$ cat config.mk
export PLATFORM = sky130hd
export DESIGN_NAME = mult_div_sequencer
export DESIGN_NICKNAME = d
export VERILOG_FILES = /design/src/rtl/mult_div_sequencer.sv
export SDC_FILE = /design/constraint.sdc
export NUM_CORES = 1
export LEC_CHECK = 0
export BUFFER_PORTS_ARGS = -buffer_cell sky130_fd_sc_hd__buf_2
export CORE_MARGIN = 4
export CORE_UTILIZATION = 51
export DETAILED_ROUTE_END_ITERATION = 6
export GPL_ROUTABILITY_DRIVEN = 0
export PLACE_DENSITY = 0.71
export SLEW_MARGIN = 25
export SYNTH_ARGS = -nofsm -noshare
export SYNTH_HDL_FRONTEND = slang
export SYNTH_SLANG_ARGS = --single-unit
$ cat constraint.sdc
create_clock -name clk -period 3.6 [get_ports clk]
set_input_delay 0.36 -clock clk [delete_from_list [all_inputs] [get_ports clk]]
set_output_delay 0.36 -clock clk [all_outputs]
set_load 0.005 [all_outputs]
$ cat src/rtl/mult_div_sequencer.sv
// mult_div_sequencer: multi-cycle MULT/MULTU/DIV/DIVU sequencer owning the HI/LO registers
module mult_div_sequencer #(
    parameter int WIDTH = 32,
    parameter int ITER  = 32
) (
    input  logic             clk,
    input  logic             reset,
    input  logic             start,
    input  logic [1:0]       op,
    input  logic [WIDTH-1:0] a,
    input  logic [WIDTH-1:0] b,
    input  logic             hi_we,
    input  logic             lo_we,
    input  logic [WIDTH-1:0] wdata,
    output logic             busy,
    output logic             done,
    output logic             div_by_zero,
    output logic [WIDTH-1:0] hi,
    output logic [WIDTH-1:0] lo
);
    localparam int CW = $clog2(ITER);

    typedef enum logic [1:0] {IDLE, PREP, CALC, FIX} state_t;

    state_t             state_q, state_d;
    logic [1:0]         op_q, op_d;
    logic [WIDTH-1:0]   a_q, a_d, b_q, b_d, hi_q, hi_d, lo_q, lo_d;
    logic [2*WIDTH-1:0] acc_q, acc_d, prod;
    logic [CW-1:0]      cnt_q, cnt_d;
    logic               neg_q, neg_d, rneg_q, rneg_d, done_q, done_d, dbz_q, dbz_d;
    logic               is_signed, is_div;
    logic [WIDTH-1:0]   abs_a, abs_b, quo, rem;
    logic [WIDTH:0]     mul_sum;
    logic [WIDTH+1:0]   div_diff;

    assign is_signed   = ~op_q[0];
    assign is_div      = op_q[1];
    assign busy        = state_q != IDLE;
    assign done        = done_q;
    assign div_by_zero = dbz_q;
    assign hi          = hi_q;
    assign lo          = lo_q;

    // Shared datapath: magnitudes, one shift-add or shift-subtract step, and sign fix-up
    always_comb begin
        abs_a    = (is_signed && a_q[WIDTH-1]) ? -a_q : a_q;
        abs_b    = (is_signed && b_q[WIDTH-1]) ? -b_q : b_q;
        mul_sum  = {1'b0, acc_q[2*WIDTH-1:WIDTH]} + (acc_q[0] ? {1'b0, b_q} : '0);
        div_diff = {1'b0, acc_q[2*WIDTH-1:WIDTH-1]} - {2'b0, b_q};
        prod     = neg_q ? -acc_q : acc_q;
        quo      = neg_q ? -acc_q[WIDTH-1:0] : acc_q[WIDTH-1:0];
        rem      = rneg_q ? -acc_q[2*WIDTH-1:WIDTH] : acc_q[2*WIDTH-1:WIDTH];
    end

    // Sequencer next state: IDLE -> PREP -> CALC (ITER steps) -> FIX -> IDLE
    always_comb begin
        state_d = state_q;
        op_d    = op_q;
        a_d     = a_q;
        b_d     = b_q;
        acc_d   = acc_q;
        cnt_d   = cnt_q;
        neg_d   = neg_q;
        rneg_d  = rneg_q;
        hi_d    = hi_q;
        lo_d    = lo_q;
        done_d  = 1'b0;
        dbz_d   = 1'b0;
        case (state_q)
            IDLE: begin
                if (start) begin
                    op_d    = op;
                    a_d     = a;
                    b_d     = b;
                    state_d = PREP;
                end else begin
                    hi_d = hi_we ? wdata : hi_q;
                    lo_d = lo_we ? wdata : lo_q;
                end
            end
            PREP: begin
                neg_d   = is_signed & (a_q[WIDTH-1] ^ b_q[WIDTH-1]);
                rneg_d  = is_signed & a_q[WIDTH-1];
                acc_d   = {{WIDTH{1'b0}}, abs_a};
                b_d     = abs_b;
                cnt_d   = CW'(ITER - 1);
                state_d = CALC;
            end
            CALC: begin
                acc_d   = !is_div ? {mul_sum, acc_q[WIDTH-1:1]} :
                          div_diff[WIDTH+1] ? {acc_q[2*WIDTH-2:0], 1'b0} :
                          {div_diff[WIDTH-1:0], acc_q[WIDTH-2:0], 1'b1};
                cnt_d   = cnt_q - 1'b1;
                state_d = (cnt_q == '0) ? FIX : CALC;
            end
            default: begin
                dbz_d   = is_div && (b_q == '0);
                hi_d    = dbz_d ? hi_q : is_div ? rem : prod[2*WIDTH-1:WIDTH];
                lo_d    = dbz_d ? lo_q : is_div ? quo : prod[WIDTH-1:0];
                done_d  = 1'b1;
                state_d = IDLE;
            end
        endcase
    end

    // State and architectural register update with synchronous reset
    always_ff @(posedge clk) begin
        if (reset) begin
            state_q <= IDLE;
            op_q    <= '0;
            a_q     <= '0;
            b_q     <= '0;
            acc_q   <= '0;
            cnt_q   <= '0;
            neg_q   <= 1'b0;
            rneg_q  <= 1'b0;
            hi_q    <= '0;
            lo_q    <= '0;
            done_q  <= 1'b0;
            dbz_q   <= 1'b0;
        end else begin
            state_q <= state_d;
            op_q    <= op_d;
            a_q     <= a_d;
            b_q     <= b_d;
            acc_q   <= acc_d;
            cnt_q   <= cnt_d;
            neg_q   <= neg_d;
            rneg_q  <= rneg_d;
            hi_q    <= hi_d;
            lo_q    <= lo_d;
            done_q  <= done_d;
            dbz_q   <= dbz_d;
        end
    end
endmodule

* Word level (Yosys, flattened, before mapping) *
Cells that the tools add are included.

cells by class
  equal/unequal tests = 8
  reduce and logical (&&, ||, !) cells = 16
  mux-type cells = 26
  bitwise gates (word level) = 5
  add/subtract/negate cells = 8

operators by type and width
  kind                   number
  $mux W32               14
  $mux W64               3
  $pmux W32 S2           3
  $neg A32 Y32           4
  $pmux W64 S2           1
  $neg A64 Y64           1
  $sub A33 B32 Y34       1
  $add A32 B32 Y33       1
  $logic_not A32 Y1      1
  $ne A2 B2 Y1 const B   5
  $pmux W5 S2            1
  $reduce_and A4 Y1      2
  $pmux W2 S3            1
  $reduce_bool A2 Y1     3
  $logic_not A5 Y1       1
  $sub A5 B1 Y5 const B  1
  $reduce_or A4 Y1       1
  $logic_and A1 B1 Y1    3
  $reduce_and A3 Y1      1
  $reduce_or A3 Y1       1
  $and A1 B1 Y1          2
  $eq A2 B1 Y1 const B   1
  $eq A2 B2 Y1 const B   1
  $logic_not A2 Y1       1
  7 further kinds        9

word-level totals
  input port bits = 103
  register bits after elaboration = 205
  logic and storage cells = 75
  output and inout port bits = 67

* Logic depth before layout (Yosys ltp) *
  word-level depth = 5
  gate-level depth with buffers = 16
  gate-level depth less buffers = 15

* Worst setup path before layout *
OpenSTA, ideal clock, no wires.

  kind = reg-to-reg
  from = register acc_q[0]
  to = register acc_q[63]
  arrival time = 3165 ps
  setup slack = 318 ps
  setup time = 117 ps
  path buffers = 1
  stages on the path, launching flop included = 17
  period minus slack after synthesis = 3282 ps
  data required time = 3483 ps
  cells stage by stage = dfxtp_1 inv_1 clkbuf_1 nor2_1 ha_1 inv_1 fa_1 nand2b_1 a21oi_1 a211oi_1 o21ai_0 a31oi_1 o21ai_0 a311oi_1 nand4b_1 nand3_1 a22o_1

on the way
  word-level cells in the longest chain between the ends = 4

ends and longest elaborated chain
  item                    line  source
  start, declared         28    logic [2*WIDTH-1:0] acc_q, acc_d, prod;
  start signal, assigned  113   acc_q <= '0;
  start signal, assigned  126   acc_q <= acc_d;
  $mux W32                48    mul_sum = {1'b0, acc_q[2*WIDTH-1:WIDTH]} + (acc_q[0] ? {1'b0, b_q} : '0);
  $add A32 B32 Y33        48
  $mux W64                90    acc_d = !is_div ? {mul_sum, acc_q[WIDTH-1:1]} :
  $pmux W64 S2            69    case (state_q)

No other way between the ends.
A chain may end at the register's enable or synchronous reset.

* Worst setup path in the final report *
  from = register b_q[17]
  to = register acc_q[52]

on the way
  word-level cells in the longest chain between the ends = 4
  elaborated cells on any way between the ends = 6
  classes of those cells = add/sub: 2; mux: 4

ends and longest elaborated chain
  item                                          line    source
  start, declared                               27      logic [WIDTH-1:0] a_q, a_d, b_q, b_d, hi_q, hi_d, lo_q, lo_d;
  start signal, assigned                        112     b_q <= '0;
  start signal, assigned                        125     b_q <= b_d;
  $sub A33 B32 Y34 or $mux W32 (tied branches)  49, 48
  $mux W64 or $add A32 B32 Y33 (tied branches)  91, 48
  $mux W64 *                                    90
  $pmux W64 S2 *                                69

Mark *: on every way between the ends. The rest lies on a longest branch, timed or not.

==> flow_metrics.tcl <==
set metrics [dict create \
    synth_edf_count 0 \
    worstSetupStartpointType "flop" \
    num-nets-final 2329 \
    synth_cell_type_count 75 \
    antenna_cells 0 \
    grt_max_degree 81 \
    die_height_um 180 \
    rsz0062_at_grt "no" \
    clockRootBuffer "clkbuf_16" \
    syn_avg_cell_area_um2 7.51 \
    busiest_layer "met2" \
    cts_sinks 205 \
    synth_most_common_cell "a21oi_1" \
    wirelength_mm 48.4 \
    clock_latency_ns 0.53 \
    gr-total-overflow 0 \
    reg2reg_from "b_q[17]" \
    via_per_inst 6.03 \
    maxCapViolations 0 \
    ys_dominant_reg_cell "dfxtp_1" \
    setup_tns_ns 0 \
    grtUsageMet3_pct 4.84 \
    hp-class "primary input to flop" \
    ys_seq_area_share_pct 27.1 \
    required_ns 4.02 \
    die_area_um2 32500 \
    multi_input_area_um2 10200 \
    wire_per_inst_um 18.9 \
    clock_skew_ns 0.0150 \
    worstHoldPathCells 3 \
    hp-start "a[0]" \
    die_w_um 180 \
    grtUsageTotal_pct 28.0 \
    dp_cells 2508 \
    dp_slack_ns 0.163 \
    slew_viol_final 0 \
    arrival_ns 3.81 \
    startpoint "b_q[17]" \
    reg2reg_setup_slack_ns 0.21 \
    postSynthNetCount 2194 \
    grt_pass1_wl_mm 76.3 \
    final_cells 2553 \
    syn_area_um2 15100 \
    worst_slew_pin_slew_ns 0.953 \
    postLayoutSetupSlackWorst_ns 0.214 \
    ant_nets 0 \
    initial_utilization_pct 52.2 \
    met1_usage_pct 41.0 \
    yosys_warnings 0 \
    drt_pass1_iterations 6 \
    synth_area_leaders "dfxtp_1, a21oi_1, ha_1" \
    synth_cells 2016 \
    cts_tree "built" \
    ff_latch_area_um2 4110 \
    drc 0 \
    total_leakage_power_nw 7.20 \
    drive_gt1_share_pct 15.1 \
    fillers 2691 \
    outcome "finished clean" \
    fp-row-count 62 \
    core_area_um2 29000 \
    path_max_fanout 14 \
    dp_hpwl_mm 36.0 \
    relSlewSlack_pct 36.3 \
    htreeDepth 1 \
    cts_buffers 25 \
    grt_pass1_vias 14300 \
    setup_violations 0 \
    r2r-end "acc_q[52]" \
    holdPathEnd "a_q[0]" \
    yosysTopAreaCell "dfxtp_1" \
    syn2layout_area_growth_pct 14.9 \
    worstSetupEndpointType "flop" \
    ir_drop_mv 0.440 \
    io_pins 170 \
    crit_chain "inv_1 > ha_1 > and3_1 > and3_1 > a32oi_1 > or2_2 > o211ai_1 > a21o_1 > o41a_2 > buf_4 > mux2i_1 > mux2i_1 > a22o_1" \
    crit_slowest_cell "dfxtp_1" \
    synth.top_cell.area_share_pct 27.1 \
    max-clock-path-buffers 3 \
    ys_ff_latch 205 \
    port_buffers 169 \
    finalHoldViolCount 0 \
    reg2reg_depth 13 \
    finalCritPeriodShare_pct 94.1 \
    path_clk_slew_ns 0.06 \
    yosys-top-cells-count "a21oi_1, nand2_1, nor2_1" \
    drt_iter0_drc 1464 \
    p_per_area_nw_per_um2 587 \
    fmax_mhz 295 \
    period_minus_slack_ns 3.39 \
    met2_usage_pct 41.5 \
    crit_path_max_incr_delay_ns 0.48 \
    antenna_found_initial 0 \
    path_class "flop to flop" \
    vias 15400 \
    synthArstFlopShare_pct 0 \
]
cell families (layout without fill, tap and decap cells):
kind of cell    count (synthesis)  count (layout)  share of synthesized area, %
compound gates                617             617                          25.5
simple gates                  684             684                          21.0
xor+xnor                      143             143                          8.28
mux                            91              91                          6.04
fa+ha+maj                      75              75                          6.30
buf+inv                       201             354                          5.72
flops                         205             205                          27.1
through the flow:
stage | total power, mW | utilization [%] | instance area (um^2) | hold slack, ns
final | 10.2 | 59.9 | 17400 | 0.0623
after global routing | 10.8 | 59.9 | 17400 | 0.0550
after CTS | 10.1 | 59.8 | 17400 | 0.0479
after detailed placement | 7.38 | 56.7 | 16500 | 0.446
after global placement | 7.27 | 56.7 | 16500 | 0.440
after floorplan | 6.14 | - | 15100 | 0.448
how the worst max path moves through the flow:
stage	end	slack, ns	cells after the start
after floorplan	acc_q[63]	0.32	16
after global placement	acc_q[62]	0.28	14
after detailed placement	acc_q[60]	0.16	14
after CTS	acc_q[62]	0.16	14
after global routing	hi[7]	0.02	12
final	acc_q[52]	0.21	13
report_power, final:
group          internal (mW)  switching, mW  total (mW)
clock                   1.71           1.05        2.75
combinational           1.67           2.71        4.38
sequential              2.66          0.408        3.07
total                   6.04           4.17        10.2
area by class of cell:
type	instances	share of cell area (%)
Clock buffer	35	4.22
Clock inverter	10	0.957
Inverter	65	1.40
Multi-Input combinational cell	1610	58.7
Sequential cell	205	23.6
Tap cell	384	2.76
Timing Repair Buffer	244	8.34
routing by layer:
| metal | part of all wire [%] | wire length, um |
|---|---|---|
| met1 | 46 | 22200 |
| met2 | 41 | 20000 |
| met3 | 8.8 | 4270 |
| met4 | 3.9 | 1880 |
| met5 | 0 | 0 |
worst max-delay path: cells and delay by family (launching register included):
family                   cells  cell delay [ns]
multiplexers                 2             0.30
AO/OA/AOI/OAI                5             1.22
flip-flops                   1             0.48
buffers and inverters        2             0.37
adder cells (fa/ha/maj)      1             0.39
AND/OR/NAND/NOR              3             0.51
repair_timing:
item / in CTS / in global routing
hold buffers: 0 / 0
setup buffers: 0 / 0
endpoints found under the setup margin: 0 / 6
gates resized for setup: 0 / 6
layout by cell type, fill, tap and decap left out, types with 49 or more instances in the layout:
cell type / Yosys / layout
buf_4: 0 / 73
xnor2_1: 90 / 90
nand3_1: 49 / 49
mux2i_1: 88 / 88
ha_1: 73 / 71
buf_2: 8 / 168
dfxtp_1: 205 / 204
xor2_1: 53 / 53
inv_1: 65 / 65
nor2_1: 215 / 214
o21ai_0: 125 / 125
a21oi_1: 225 / 223
nand2_1: 219 / 218
o211ai_1: 62 / 62
registers in the layout, indices dropped and copies added (netlist names):
name / count
state_q: 2
rneg_q: 1
b_q: 32
acc_q: 64
op_q: 2
cnt_q: 5
lo: 32
a_q: 32
done: 1
div_by_zero: 1
neg_q: 1
hi: 32
(Power assumes the default switching activity.)
